### src/rtl/stopwatch_core_if.sv
// Control and display signal bundle between the stopwatch core and its neighbours.
// The master drives enables, buttons and mode levels; the slave (core) drives the display.
interface stopwatch_core_if;
    logic       en_1hz;
    logic       en_2hz;
    logic       en_blink;
    logic       pause_pulse;
    logic       clr_pulse;
    logic       adj;
    logic       sel;
    logic [3:0] min_tens;
    logic [3:0] min_ones;
    logic [3:0] sec_tens;
    logic [3:0] sec_ones;
    logic       paused;
    logic [3:0] digit_blank;

    modport master (
        output en_1hz, en_2hz, en_blink, pause_pulse, clr_pulse, adj, sel,
        input  min_tens, min_ones, sec_tens, sec_ones, paused, digit_blank
    );

    modport slave (
        input  en_1hz, en_2hz, en_blink, pause_pulse, clr_pulse, adj, sel,
        output min_tens, min_ones, sec_tens, sec_ones, paused, digit_blank
    );
endinterface

### src/rtl/stopwatch_core.sv
// MM:SS BCD stopwatch with a run/pause/adjust FSM and adjust-mode digit blinking.
// All timing comes from single-cycle enable pulses in the clk_100mhz domain.
module stopwatch_core #(
    parameter int unsigned MIN_MAX = 99,
    parameter int unsigned SEC_MAX = 59
) (
    input  logic             clk_100mhz,
    input  logic             rst_n,
    stopwatch_core_if.slave  sw
);

    typedef enum logic [1:0] {
        ST_RUN    = 2'd0,
        ST_PAUSED = 2'd1,
        ST_ADJUST = 2'd2
    } state_t;

    typedef struct packed {
        logic       carry;
        logic [3:0] tens;
        logic [3:0] ones;
    } bcd_pair_t;

    // Any pattern at or beyond the field maximum (or an illegal digit) wraps to 00;
    // only the exact maximum produces a carry.
    function automatic bcd_pair_t bcd_inc(input logic [3:0] tens, input logic [3:0] ones,
                                          input int unsigned max_val);
        bcd_pair_t  res;
        logic [3:0] max_t;
        logic [3:0] max_o;
        max_t = 4'(max_val / 10);
        max_o = 4'(max_val % 10);
        res   = '0;
        if (ones > 4'd9 || tens > max_t || (tens == max_t && ones >= max_o)) begin
            res.carry = (tens == max_t && ones == max_o);
        end else if (ones == 4'd9) begin
            res.tens = tens + 4'd1;
        end else begin
            res.tens = tens;
            res.ones = ones + 4'd1;
        end
        return res;
    endfunction

    state_t     state_q, state_d;
    logic [3:0] min_t_q, min_o_q, sec_t_q, sec_o_q;
    logic [3:0] min_t_d, min_o_d, sec_t_d, sec_o_d;
    logic       paused_q, paused_d;
    logic       blink_q, blink_d;
    logic [3:0] blank_q, blank_d;
    bcd_pair_t  sec_inc, min_inc;

    always_comb begin
        // NOTE: every combinational output gets a default first so no path can infer a latch.
        state_d  = state_q;
        paused_d = paused_q;
        min_t_d  = min_t_q;
        min_o_d  = min_o_q;
        sec_t_d  = sec_t_q;
        sec_o_d  = sec_o_q;
        sec_inc  = bcd_inc(sec_t_q, sec_o_q, SEC_MAX);
        min_inc  = bcd_inc(min_t_q, min_o_q, MIN_MAX);

        unique case (state_q)
            ST_RUN: begin
                if (sw.adj) begin
                    state_d = ST_ADJUST;
                end else if (sw.pause_pulse) begin
                    state_d  = ST_PAUSED;
                    paused_d = 1'b1;
                end
                if (sw.en_1hz) begin
                    {sec_t_d, sec_o_d} = {sec_inc.tens, sec_inc.ones};
                    if (sec_inc.carry) {min_t_d, min_o_d} = {min_inc.tens, min_inc.ones};
                end
            end
            ST_PAUSED: begin
                if (sw.adj) begin
                    state_d = ST_ADJUST;
                end else if (sw.pause_pulse) begin
                    state_d  = ST_RUN;
                    paused_d = 1'b0;
                end
            end
            ST_ADJUST: begin
                if (sw.pause_pulse) paused_d = ~paused_q;
                if (!sw.adj) state_d = paused_d ? ST_PAUSED : ST_RUN;
                // Fields adjust independently: no carry from seconds into minutes.
                if (sw.en_2hz) begin
                    if (sw.sel) {sec_t_d, sec_o_d} = {sec_inc.tens, sec_inc.ones};
                    else        {min_t_d, min_o_d} = {min_inc.tens, min_inc.ones};
                end
            end
            default: state_d = ST_RUN;
        endcase

        if (sw.clr_pulse) begin
            {min_t_d, min_o_d, sec_t_d, sec_o_d} = '0;
        end

        // Blink phase only runs while staying in ADJUST, so entry always starts visible.
        blink_d = (state_q == ST_ADJUST && state_d == ST_ADJUST) ? (blink_q ^ sw.en_blink) : 1'b0;
        blank_d = '0;
        if (state_d == ST_ADJUST && blink_d) blank_d = sw.sel ? 4'b0011 : 4'b1100;
    end

    // NOTE: sequential state uses non-blocking assignments; reset is sampled on the clock edge.
    always_ff @(posedge clk_100mhz) begin
        if (!rst_n) begin
            state_q  <= ST_RUN;
            min_t_q  <= '0;
            min_o_q  <= '0;
            sec_t_q  <= '0;
            sec_o_q  <= '0;
            paused_q <= 1'b0;
            blink_q  <= 1'b0;
            blank_q  <= '0;
        end else begin
            state_q  <= state_d;
            min_t_q  <= min_t_d;
            min_o_q  <= min_o_d;
            sec_t_q  <= sec_t_d;
            sec_o_q  <= sec_o_d;
            paused_q <= paused_d;
            blink_q  <= blink_d;
            blank_q  <= blank_d;
        end
    end

    assign sw.min_tens    = min_t_q;
    assign sw.min_ones    = min_o_q;
    assign sw.sec_tens    = sec_t_q;
    assign sw.sec_ones    = sec_o_q;
    assign sw.paused      = paused_q;
    assign sw.digit_blank = blank_q;

endmodule

### src/flat_wrapper.sv
// flat-port wrapper written by rule: the top's interface ports become plain ports
module stopwatch_core_flat 
#(
    parameter int unsigned MIN_MAX = 99,
    parameter int unsigned SEC_MAX = 59
)
  (clk_100mhz, rst_n, sw_en_1hz, sw_en_2hz, sw_en_blink, sw_pause_pulse, sw_clr_pulse, sw_adj, sw_sel, sw_min_tens, sw_min_ones, sw_sec_tens, sw_sec_ones, sw_paused, sw_digit_blank);
  stopwatch_core_if sw_i ();
  input  logic clk_100mhz;
  input  logic rst_n;
  input wire logic [$bits(sw_i.en_1hz)-1:0] sw_en_1hz;
  input wire logic [$bits(sw_i.en_2hz)-1:0] sw_en_2hz;
  input wire logic [$bits(sw_i.en_blink)-1:0] sw_en_blink;
  input wire logic [$bits(sw_i.pause_pulse)-1:0] sw_pause_pulse;
  input wire logic [$bits(sw_i.clr_pulse)-1:0] sw_clr_pulse;
  input wire logic [$bits(sw_i.adj)-1:0] sw_adj;
  input wire logic [$bits(sw_i.sel)-1:0] sw_sel;
  output wire logic [$bits(sw_i.min_tens)-1:0] sw_min_tens;
  output wire logic [$bits(sw_i.min_ones)-1:0] sw_min_ones;
  output wire logic [$bits(sw_i.sec_tens)-1:0] sw_sec_tens;
  output wire logic [$bits(sw_i.sec_ones)-1:0] sw_sec_ones;
  output wire logic [$bits(sw_i.paused)-1:0] sw_paused;
  output wire logic [$bits(sw_i.digit_blank)-1:0] sw_digit_blank;
  assign sw_i.en_1hz = sw_en_1hz;
  assign sw_i.en_2hz = sw_en_2hz;
  assign sw_i.en_blink = sw_en_blink;
  assign sw_i.pause_pulse = sw_pause_pulse;
  assign sw_i.clr_pulse = sw_clr_pulse;
  assign sw_i.adj = sw_adj;
  assign sw_i.sel = sw_sel;
  assign sw_min_tens = sw_i.min_tens;
  assign sw_min_ones = sw_i.min_ones;
  assign sw_sec_tens = sw_i.sec_tens;
  assign sw_sec_ones = sw_i.sec_ones;
  assign sw_paused = sw_i.paused;
  assign sw_digit_blank = sw_i.digit_blank;
  stopwatch_core #(.MIN_MAX(MIN_MAX), .SEC_MAX(SEC_MAX)) u_core (.clk_100mhz(clk_100mhz), .rst_n(rst_n), .sw(sw_i));
endmodule
### config.mk
export PLATFORM = sky130hd
export DESIGN_NAME = stopwatch_core_flat
export DESIGN_NICKNAME = d
export VERILOG_FILES = /design/src/rtl/stopwatch_core_if.sv /design/src/rtl/stopwatch_core.sv /design/src/flat_wrapper.sv
export SDC_FILE = /design/constraint.sdc
export NUM_CORES = 1
export LEC_CHECK = 0
export BUFFER_PORTS_ARGS = -buffer_cell sky130_fd_sc_hd__buf_2
export CAP_MARGIN = 30
export CORE_AREA = 2 2 55 57
export CTS_BUF_LIST = sky130_fd_sc_hd__clkbuf_4
export DETAILED_ROUTE_END_ITERATION = 12
export DIE_AREA = 0 0 57 59
export PLACE_DENSITY = 0.64
export RECOVER_POWER = 50
export SETUP_SLACK_MARGIN = 0.05
export SKIP_CTS_REPAIR_TIMING = 1
export SYNTH_ARGS = -nofsm -noshare
export SYNTH_HDL_FRONTEND = slang
export SYNTH_SLANG_ARGS = --single-unit
### constraint.sdc
create_clock -name clk_100mhz -period 2.5 [get_ports clk_100mhz]
set_clock_uncertainty 0.1 [all_clocks]
set_input_delay 0 -clock clk_100mhz [delete_from_list [all_inputs] [get_ports clk_100mhz]]
set_output_delay 0 -clock clk_100mhz [all_outputs]
set_load 0.01 [all_outputs]
==> metrics.md, run 1 <==
| Metric | Value |
|---|---|
| Synth-to-Final Area Change | 19.0% |
| Area contributors post-synth | dfxtp_1 (36%), ha_1 (6.2%), nor3b_1 (3.1%) |
| Routed Antenna Nets | 0 |
| Crit path arrival time | around 2100 ps |
| Xor and xnor area share after synthesis | 3.62% |
| Hold WC Path Type | in -> reg |
| R2r worst-path depth | 6 |
| R2r startpoint | u_core.sw.sec_tens[0]$_SDFFE_PP0P_ |
| Number of fill cells in the layout | approximately 280 |
| CTS root buf | clkbuf_4 |
| Synth Area in Adders | 6.20% |
| CTS clock-pin slew for the worst setup and hold paths | approximately 120 ps |
| Clock buffer count from CTS | 3 |
| Antenna violations before repair | 0 |
| Share of layout cells above drive strength 1 | 12.7% |
| CTS tree | built |
| Via density per instance | 5.56 |
| Rows | 19 |
| Synth cell count leaders | dfxtp_1 (22), inv_1 (9), nand2_1 (9), a21oi_1 (7), nand3_1 (7) |
| Max_cap viols | 0 |
| Status | finished clean |
| Area share of and/or/nand/nor cells after synthesis | 25.9% |
| Syn avg cell area | 9.25 um2 |
| Count of final max-slew check failures | 0 |
| Slack of the critical path | 561 ps |
| Final count of hold timing violations | 0 |
| Critical Path End | u_core.sw.sec_tens[2]$_SDFFE_PP0P_ |
| Synth Instances | 131 |
| First-pass GRT wire length | 4510 um |
| Tcrit/Tclk final | 77.6% |
| Crit path required time | 2640 ps |
| Delay-heaviest family, CP | simple AND/OR/NAND/NOR gates |
| CTS HTree Levels | 1 |
| CP startpoint kind | flop |
| R2r setup slk | 560 ps |
| Final min period | 1940 ps |
| Vias | around 1.1k |
| Post-DP HPWL | 1820 um |
| Clock Tree Buf Depth | 2 |
| Synth cell types | 44 |
| Dominant combinational cell family by area after synthesis | simple AND/OR/NAND/NOR gates |
| Die area | ~0.0034 mm2 |
| IO Port Bufs | 29 |
| Pre-Repair DR Iteration Count | 4 |
| Fraction of synthesized area in multiplexers | 0% |
| Primary FF master, synth | dfxtp_1 |
| Critical path launch point | u_core.sw.sec_tens[0]$_SDFFE_PP0P_ |
| Initial Util | 44.7% |
| FF-to-FF End | u_core.sw.sec_tens[2]$_SDFFE_PP0P_ |
| Final Setup Violations | 0 |
| Number of remaining DRC errors | 0 |
| Crit path depth | 6 |
| Synthesized cell area | 0.00121 mm2 |
| Slowest cell on the critical path | dfxtp_1 |
| Highest cell delay on the worst timing path | 450 ps |
| Clk Latency, worst-skew pair | just over 300 ps |
| Top-count cell post-synth | dfxtp_1 |
| Pwr Density | 407 mW/mm2 |
| Max_slew headroom | 53.4% |
| Number of storage elements in the synthesis netlist | 22 |
| Die height | between 50 and 60 um |
| Post-synth net total | 146 |
| GRT Total Usage | 16.7% |
| RSZ-0062 raised after global routing | no |
| Largest net degree at the start of global routing | 13 |
| DR WL/cell | 12.9 um |
| Yosys top cell by area | dfxtp_1 |
| Leak | 0.531 nW |
| # diodes | 0 |
| Final #Nets | between 150 and 200 |
| Pre-CTS setup slack | 586 ps |
| Fraction of the mapped netlist area in compound gates | between 20 and 25% |
| Fmax | 0.516 GHz |
| Buf+Inv Stages, Crit Path | 1 |
| Worst-margin pin slew | 697 ps |
| Critical Path Fanout Max | 7 |
| I/O pin total | 30 |
| CP cell instances | inv_1 > ha_1 > nor3b_1 > o32ai_2 > or3_1 > a211oi_2 |
| YS warnings | 0 |
| Initial drt markers | 33 |
| Setup Crit Path Kind | reg -> reg |
| Placer congestion estimate | 0.812 |
| Register area share after synthesis | 36.4% |
| Vias in the first global route | 1,063 |
| Max VDD drop | 0.000249 V |
| Clock sinks | 22 |
| Share of the synthesized area in the top cell type | 36.4% |
| WL final | 2540 um |
| Async SR Flop Fraction | 0% |
| Core Area | ~0.0027 mm2 |
| CP endpoint kind | flop |
| Overflow after GRT | 0 |
| Final setup TNS | 0 ps |
| Post-synth EDFFs | 0 |
| Die X | about 57 um |
==> worst min path at each step <==
| stage | slack [ps] | start | endpoint | cells after the start |
|---|---|---|---|---|
| after floorplan | -30 | sw_sel | u_core.sw.digit_blank[2]$_SDFF_PN0_ | 1 |
| after global placement | 100 | sw_sel | u_core.sw.digit_blank[2]$_SDFF_PN0_ | 2 |
| after detailed placement | 110 | sw_sel | u_core.sw.digit_blank[2]$_SDFF_PN0_ | 2 |
| after CTS | -220 | sw_sel | u_core.sw.digit_blank[2]$_SDFF_PN0_ | 2 |
| after global routing | 80 | sw_clr_pulse | u_core.sw.min_ones[2]$_SDFFE_PP0P_ | 4 |
| final | 30 | sw_clr_pulse | u_core.sw.min_tens[2]$_SDFFE_PP0P_ | 4 |
==> state kept, by name, indices dropped and copies added (netlist names) <==
name / cells
u_core.sw.digit_blank: 2
u_core.sw.paused: 1
u_core.blink_q: 1
u_core.state_q: 2
u_core.sw.sec_tens: 4
u_core.sw.sec_ones: 4
u_core.sw.min_ones: 4
u_core.sw.min_tens: 4
==> cell type report <==
cell class | instances | area [um2] | area share [%]
timing repair buffer | 37 | 200 | 13.9
sequential | 22 | 440 | 30.6
clock inverter | 1 | 3.75 | 0.260
clock buffer | 3 | 22.5 | 1.56
tap | 31 | 38.8 | 2.69
inverter | 9 | 33.8 | 2.34
multi-input combinational | 94 | 702 | 48.7
==> cells by family after synthesis <==
logic type,after synthesis
adders and majority gates,6
DFF,22
AOI/OAI and AO/OA,35
and+or+nand+nor,48
xor gates and xnor gates,5
buffers and inverters,15
==> worst register-to-register path: stages, from the launching register on <==
cell	delay, ps
dfxtp_1	450
inv_1	70
ha_1	210
nor3b_1	320
o32ai_2	170
or3_1	350
a211oi_2	200
==> cells in the final DEF (no fill, tap or decap), types with 5 or more instances in the layout <==
cell type / n
a21oi_1: 7
buf_2: 9
o22ai_1: 6
dlygate4sd3_1: 8
nor3b_1: 5
nand3_1: 7
o21ai_0: 5
nand2_1: 9
dfxtp_1: 22
clkbuf_1: 20
inv_1: 9
ha_1: 6
==> power breakdown <==
group / internal, mW / switching (mW) / total [mW]
clock network: 0.0583 / 0.107 / 0.165
registers: 0.356 / 0.00853 / 0.364
logic: 0.0295 / 0.0276 / 0.0571
==> metrics by stage <==
stage | std cells | utilization, % | area (um2) | power (mW) | hold WS [ps]
final | 197 | 53.2 | 1440 | 0.586 | 30.7
after global routing | 197 | 53.2 | 1440 | 0.614 | 78.1
after CTS | 189 | 51.2 | 1390 | 0.580 | -224
after detailed placement | 185 | 50.2 | 1360 | 0.420 | 109
after global placement | 185 | 50.2 | 1360 | 0.419 | 102
after floorplan | 131 | - | 1210 | 0.403 | -28.4
==> per-layer routing <==
layer	vias up	track usage (%)	share of wire, %
met5	-	0	0
met3	4	3.49	3.3
met2	19	28.7	49
met1	519	20.6	47
met4	0	6.64	0.83
li1	554	-	-
Note: power is estimated with default switching activity, not from simulation.
==> inputs of run 2 (changes only) <==
PLACE_DENSITY = 0.66   (was 0.64)
clock period = 1.7 ns   (was 2.5 ns; I/O delays follow)
==> run 2 against run 1 <==
Compared with the run above: the run now ends with setup timing left; sequential power up 45%; clock-buffer cell count is the same; global-route usage increased by 1.3 points; sequential share of layout area fell by 4.3 points; sequential cell count unchanged; fmax increased by 9.0%; cell count is 9.6% higher; worst hold slack better by 25 ps; combinational power grew 82%; register-to-register slack got worse by 640 ps; die area unchanged; highest routed layer unchanged.
==> metrics.md, run 2 (same netlist as run 1, synthesis figures left out) <==
| Metric | Value |
|---|---|
| CTS HTree Levels | 1 (unchanged) |
| Hold WC Path Type | in -> reg |
| Met1 GRT Util | 21.0% (+0.33 points) |
| Final #Nets | 201 (+10%) |
| CTS tree | built |
| WL final | 3160 um (+25%) |
| CTS clock-pin slew for the worst setup and hold paths | 130 ps (about the same) |
| Number of remaining DRC errors | 0 (unchanged) |
| Global route hottest layer | met2 |
| Crit path required time | 1840 ps (-800 ps) |
| Non-filler cells, final | 216 (+9.6%) |
| M2 GR Usage | 34.5% (+5.7 points) |
| Critical Path Fanout Max | 4 (-3) |
| Placer congestion estimate | 0.881 (+8.5%) |
| Placed cell count | 198 (+7.0%) |
| Die X | 57 um (unchanged) |
| Crit path arrival time | 1920 ps (-160 ps) |
| Most common cell after layout, fill and taps aside | buf_2 |
| IO Port Bufs | 29 (unchanged) |
| Via density per instance | 5.44 (-2.2%) |
| Core Area | 0.00271 mm2 (unchanged) |
| Max_cap viols | 0 (unchanged) |
| Antenna violations before repair | 0 (unchanged) |
| Critical path launch point | u_core.sw.sec_tens[1]$_SDFFE_PP0P_ |
| DR WL/cell | 14.6 um (+14%) |
| GRT Total Usage | 18.1% (+1.3 points) |
| Initial Util | 44.7% (unchanged) |
| Setup Crit Path Kind | reg -> reg |
| Number of fill cells in the layout | 241 (-14%) |
| Largest net degree at the start of global routing | 13 (unchanged) |
| Tcrit/Tclk final | 105% (+27 points) |
| Share of layout cells above drive strength 1 | 46.5% (+34 points) |
| I/O pin total | 30 (unchanged) |
| Vias | 1,175 (+7.2%) |
| Met3 usage | 2.18% (-1.3 points) |
| Die height | 59 um (unchanged) |
| Worst-margin pin slew | 421 ps (-276 ps) |
| CP startpoint kind | flop |
| R2r setup slk | -80 ps (-640 ps) |
| CP endpoint kind | flop |
| Final Setup Violations | 6 (+6) |
| Pwr Density | 499 mW/mm2 (+23%) |
| Leak | 0.721 nW (+36%) |
| Clk Latency, worst-skew pair | 300 ps (about the same) |
| FF-to-FF End | u_core.sw.sec_ones[0]$_SDFFE_PP0P_ |
| Post-DP HPWL | 2160 um (+18%) |
| Fin util | 64.7% (+11 points) |
| R2r startpoint | u_core.sw.sec_tens[1]$_SDFFE_PP0P_ |
| Status | finished with violations |
| Clock sinks | 22 (unchanged) |
| Pre-Repair DR Iteration Count | 4 (unchanged) |
| # diodes | 0 (unchanged) |
| Rows | 19 (unchanged) |
| Max VDD drop | 0.000319 V (+28%) |
| Max_slew headroom | 71.9% (+18 points) |
| Failing checks | setup timing |
| CTS root buf | clkbuf_4 |
| Most frequent cells in the layout | buf_2 (25), buf_4 (19), dfxtp_1 (14) |
| Count of final max-slew check failures | 0 (unchanged) |
| Post-Place Cell Area | 0.00150 mm2 (+10%) |
| Synth-to-Final Area Change | 44.7% |
| Final min period | 1780 ps (-160 ps) |
| Clock buffer count from CTS | 3 (unchanged) |
| First-pass GRT wire length | 4750 um (+5.5%) |
| Initial drt markers | 40 (+21%) |
| Final count of hold timing violations | 0 (unchanged) |
| Reg area | 460 um2 (+4.5%) |
| RSZ-0062 raised after global routing | yes |
| Routed Antenna Nets | 0 (unchanged) |
| R2r worst-path depth | 6 (unchanged) |
| Die area | 0.00336 mm2 (unchanged) |
| Clock Tree Buf Depth | 2 (unchanged) |
| Slack of the critical path | -79.4 ps (-640 ps) |
| Critical Path End | u_core.sw.sec_ones[0]$_SDFFE_PP0P_ |
| Finished Cell Area | 0.00175 mm2 (+22%) |
| Vias in the first global route | 1,089 (+2.4%) |
| Overflow after GRT | 0 (unchanged) |
| Fmax | 0.562 GHz (+9.0%) |
| Area of the multi-input gates | 823 um2 (+17%) |
run 2: cell count changes in the layout (fill, tap and decap cells not counted), moves of 3 or more:
cell      change
buf_4        +19
clkbuf_1     -16
buf_2        +16
o32ai_1       -3
dfxtp_4       +4
dfxtp_1       -8
a21oi_1       -4
dfxtp_2       +4
a21oi_2       +3
o32ai_2       +3
nor3b_1       -3
nor3b_2       +3
run 2: critical path: stages (launching register included):
cell and delay (ps):
dfxtp_4 390, inv_4 40, ha_4 150, and4b_1 200, o31a_1 240, o31a_1 380
nor3_2 190
run 2: worst min-delay path by stage:
stage                                                     end  cells past startpoint  slack, ps         start
after global placement    u_core.sw.digit_blank[2]$_SDFF_PN0_                      2        100        sw_sel
after CTS                 u_core.sw.digit_blank[2]$_SDFF_PN0_                      2       -240        sw_sel
final                      u_core.sw.sec_ones[1]$_SDFFE_PP0P_                      5         60  sw_clr_pulse
after global routing       u_core.sw.sec_ones[1]$_SDFFE_PP0P_                      5         70  sw_clr_pulse
after detailed placement  u_core.sw.digit_blank[2]$_SDFF_PN0_                      2        100        sw_sel
after floorplan           u_core.sw.digit_blank[2]$_SDFF_PN0_                      1        -30        sw_sel
run 2: cell type report:
cell class	instances	share of cell area, %
well taps	31	2.21
clock inverters	1	0.214
repair buffers	56	20.8
clock buffers	3	1.28
inverters	9	2.21
flip-flops and latches	22	26.3
multi-input cells	94	47.0
run 2: stage by stage:
step	hold WS (ps)	setup slack, ps	total power [mW]	setup TNS, ps
floorplan	-28.4	45.1	0.589	0
global placement	97.2	26.8	0.621	0
detailed placement	105	-76.2	0.625	-232
CTS	-236	-103	0.870	-386
global route	72.0	-143	0.920	-1030
finish	56.2	-79.4	0.875	-378
run 2: where the power goes:
part	switching [mW]	leakage [nW]	total, mW	internal, mW
Clock	0.159	0.0154	0.244	0.0855
Sequential	0.00951	0.183	0.527	0.517
Combinational	0.0517	0.523	0.104	0.0524
run 2: per-layer routing:
metal / vias up / part of all wire (%)
met5: - / 0
met4: 0 / 0.82
met3: 4 / 3.4
met2: 28 / 50
met1: 554 / 45
li1: 589 / -
==> inputs of run 3 (changes only) <==
ABC_CLOCK_PERIOD_IN_PS = 1700   (was not set)
CELL_PAD_IN_SITES_DETAIL_PLACEMENT = 1   (was not set)
CELL_PAD_IN_SITES_GLOBAL_PLACEMENT = 1   (was not set)
CORE_AREA = 2 2 61 63   (was 2 2 55 57)
DIE_AREA = 0 0 63 65   (was 0 0 57 59)
PLACE_DENSITY = 0.71   (was 0.66)
==> run 3 against run 2 <==
Compared with the run above: register-to-register slack worse by 20 ps; sequential cell count stayed put; the flow still finishes with violations (setup timing); via count is 3.3% higher; worst hold slack worse by 21 ps; core utilization is 13 points lower; setup slack worse by 17 ps; critical path type unchanged; fmax is 0.92% lower; critical endpoint is now u_core.sw.sec_ones[2]$_SDFFE_PP0P_; sequential power hardly changed; clock-buffer cell count stayed put.
==> metrics.md, run 3 (same netlist as run 1, synthesis figures left out) <==
| Metric | Value |
|---|---|
| Status | finished with violations |
| Failing checks | setup timing |
| Most common cell after layout, fill and taps aside | buf_2 |
| Most frequent cells in the layout | buf_2 (24), buf_4 (22), dfxtp_1 (15) |
| # diodes | 0 (unchanged) |
| CP startpoint kind | flop |
| Largest net degree at the start of global routing | 14 (+1) |
| Vias | 1,214 (+3.3%) |
| Max VDD drop | 0.000656 V (+110%) |
| Pre-Repair DR Iteration Count | 4 (unchanged) |
| Die area | 0.00410 mm2 (+22%) |
| Core Area | 0.00350 mm2 (+29%) |
| Tcrit/Tclk final | 106% (+0.97 points) |
| Power Total | 1.05 mW (+20%) |
| IO Port Bufs | 29 (unchanged) |
| Share of layout cells above drive strength 1 | 46.3% (-0.21 points) |
| Die X | 63 um (+11%) |
| Final #Nets | 204 (+1.5%) |
| Setup Crit Path Kind | reg -> reg |
| Clock buffer count from CTS | 3 (unchanged) |
| Fmax | 0.557 GHz (-0.92%) |
| Hold slack | 35.3 ps (-20.9 ps) |
| Clk Latency, worst-skew pair | 330 ps (+30 ps) |
| Initial Util | 34.6% (-10 points) |
| GRT Total Usage | 17.4% (-0.68 points) |
| DR WL/cell | 16.0 um (+9.3%) |
| R2r worst-path depth | 6 (unchanged) |
| RSZ-0062 raised after global routing | yes |
| Max_slew headroom | 73.1% (+1.1 points) |
| WL final | 3780 um (+19%) |
| CTS root buf | clkbuf_4 |
| Die height | 65 um (+10%) |
| Overflow after GRT | 0 (unchanged) |
| Vias in the first global route | 1,223 (+12%) |
| Leak | 0.737 nW (+2.2%) |
| Pre-CTS setup slack | -99.9 ps (-23.7 ps) |
| Final min period | 1800 ps (+16.5 ps) |
| Non-filler cells, final | 236 (+9.3%) |
| CTS clock-pin slew for the worst setup and hold paths | 140 ps (about the same) |
| First-pass GRT wire length | 5590 um (+18%) |
| Hold WC Path Type | in -> reg |
| Pwr Density | 582 mW/mm2 (+17%) |
| Final count of hold timing violations | 0 (unchanged) |
| Crit path required time | 1850 ps (about the same) |
| Hold Startpoint | sw_clr_pulse |
| Post-DP HPWL | 2540 um (+17%) |
| Worst hold path cell count | 5 (unchanged) |
| Crit path arrival time | 1940 ps (+20 ps) |
| Slack of the critical path | -95.9 ps (-16.5 ps) |
| Placed cell count | 217 (+9.6%) |
| FF-to-FF End | u_core.sw.sec_ones[2]$_SDFFE_PP0P_ |
| Routed Antenna Nets | 0 (unchanged) |
| Critical Path Fanout Max | 4 (unchanged) |
| Final Setup Violations | 12 (+6) |
| CTS tree | built |
| Hold endpoint | u_core.sw.min_tens[3]$_SDFFE_PP0P_ |
| Clock Tree Buf Depth | 2 (unchanged) |
| Number of remaining DRC errors | 0 (unchanged) |
| Antenna violations before repair | 0 (unchanged) |
| CP endpoint kind | flop |
| Synth-to-Final Area Change | 49.5% |
| Clock sinks | 22 (unchanged) |
| CTS HTree Levels | 1 (unchanged) |
| Rows | 22 (+3) |
| R2r setup slk | -100 ps (-20 ps) |
| Placer congestion estimate | 0.799 (-9.3%) |
| Max_cap viols | 0 (unchanged) |
| I/O pin total | 30 (unchanged) |
| Count of final max-slew check failures | 0 (unchanged) |
| Initial drt markers | 39 (-2.5%) |
| R2r startpoint | u_core.sw.sec_tens[1]$_SDFFE_PP0P_ |
| Worst-margin pin slew | 399 ps (-22.5 ps) |
| Via density per instance | 5.14 (-5.4%) |
-- run 3: cell types whose count changed in the layout (fill, tap and decap cells not counted), sizes merged --
cell / change
clkbuf: +1
clkinv: -1
bufinv: +1
buf: +2
-- run 3: where the power goes --
part	internal [mW]	switching, mW	leakage, nW
Clock	0.239	0.176	0.0279
Sequential	0.519	0.0101	0.182
Combinational	0.0560	0.0539	0.527
Total	0.814	0.240	0.737
-- run 3: worst max-delay path by stage --
stage	startpoint	endpoint	slack, ps
4_1_cts	u_core.sw.sec_tens[1]$_SDFFE_PP0P_	u_core.sw.sec_tens[3]$_SDFFE_PP0P_	-130
5_1_grt	u_core.sw.sec_tens[1]$_SDFFE_PP0P_	u_core.sw.sec_ones[2]$_SDFFE_PP0P_	-150
6_report	u_core.sw.sec_tens[1]$_SDFFE_PP0P_	u_core.sw.sec_ones[2]$_SDFFE_PP0P_	-100
2_1_floorplan	u_core.sw.sec_tens[1]$_SDFFE_PP0P_	u_core.sw.sec_tens[3]$_SDFFE_PP0P_	50
3_3_place_gp	u_core.sw.sec_tens[1]$_SDFFE_PP0P_	u_core.sw.sec_tens[3]$_SDFFE_PP0P_	-1
3_5_place_dp	u_core.sw.sec_tens[1]$_SDFFE_PP0P_	u_core.sw.sec_tens[3]$_SDFFE_PP0P_	-100
-- run 3: layout make-up --
type / instances / area (um2)
clock inverters: 1 / 30.0
repair buffers: 59 / 387
multi-input cells: 94 / 818
well taps: 48 / 60.1
inverters: 9 / 36.3
clock buffers: 3 / 22.5
flip-flops and latches: 22 / 457
fillers: 417 / 1690
-- run 3: metrics by stage --
stage	area, um2	utilization, %	setup TNS, ps
floorplan	1250	-	0
global placement	1540	43.9	-1.39
detailed placement	1540	43.9	-181
CTS	1590	45.4	-385
global route	1810	51.8	-1210
finish	1810	51.8	-620
-- run 3: critical path, stage by stage (launching register included) --
cell     delay, ps
dfxtp_4        380
inv_4           40
ha_4           150
and4b_2        230
o31a_1         240
o31a_1         380
nor3_2         210
-- run 3: per-layer routing --
layer	part of all wire [%]	vias to the layer above	wire [um]	GRT usage, %
met5	0	-	0	0
met3	3.4	5	129	4.34
met1	43	589	1620	20.3
li1	-	597	-	-
met2	53	23	1990	31.5
met4	0.90	0	34	4.44
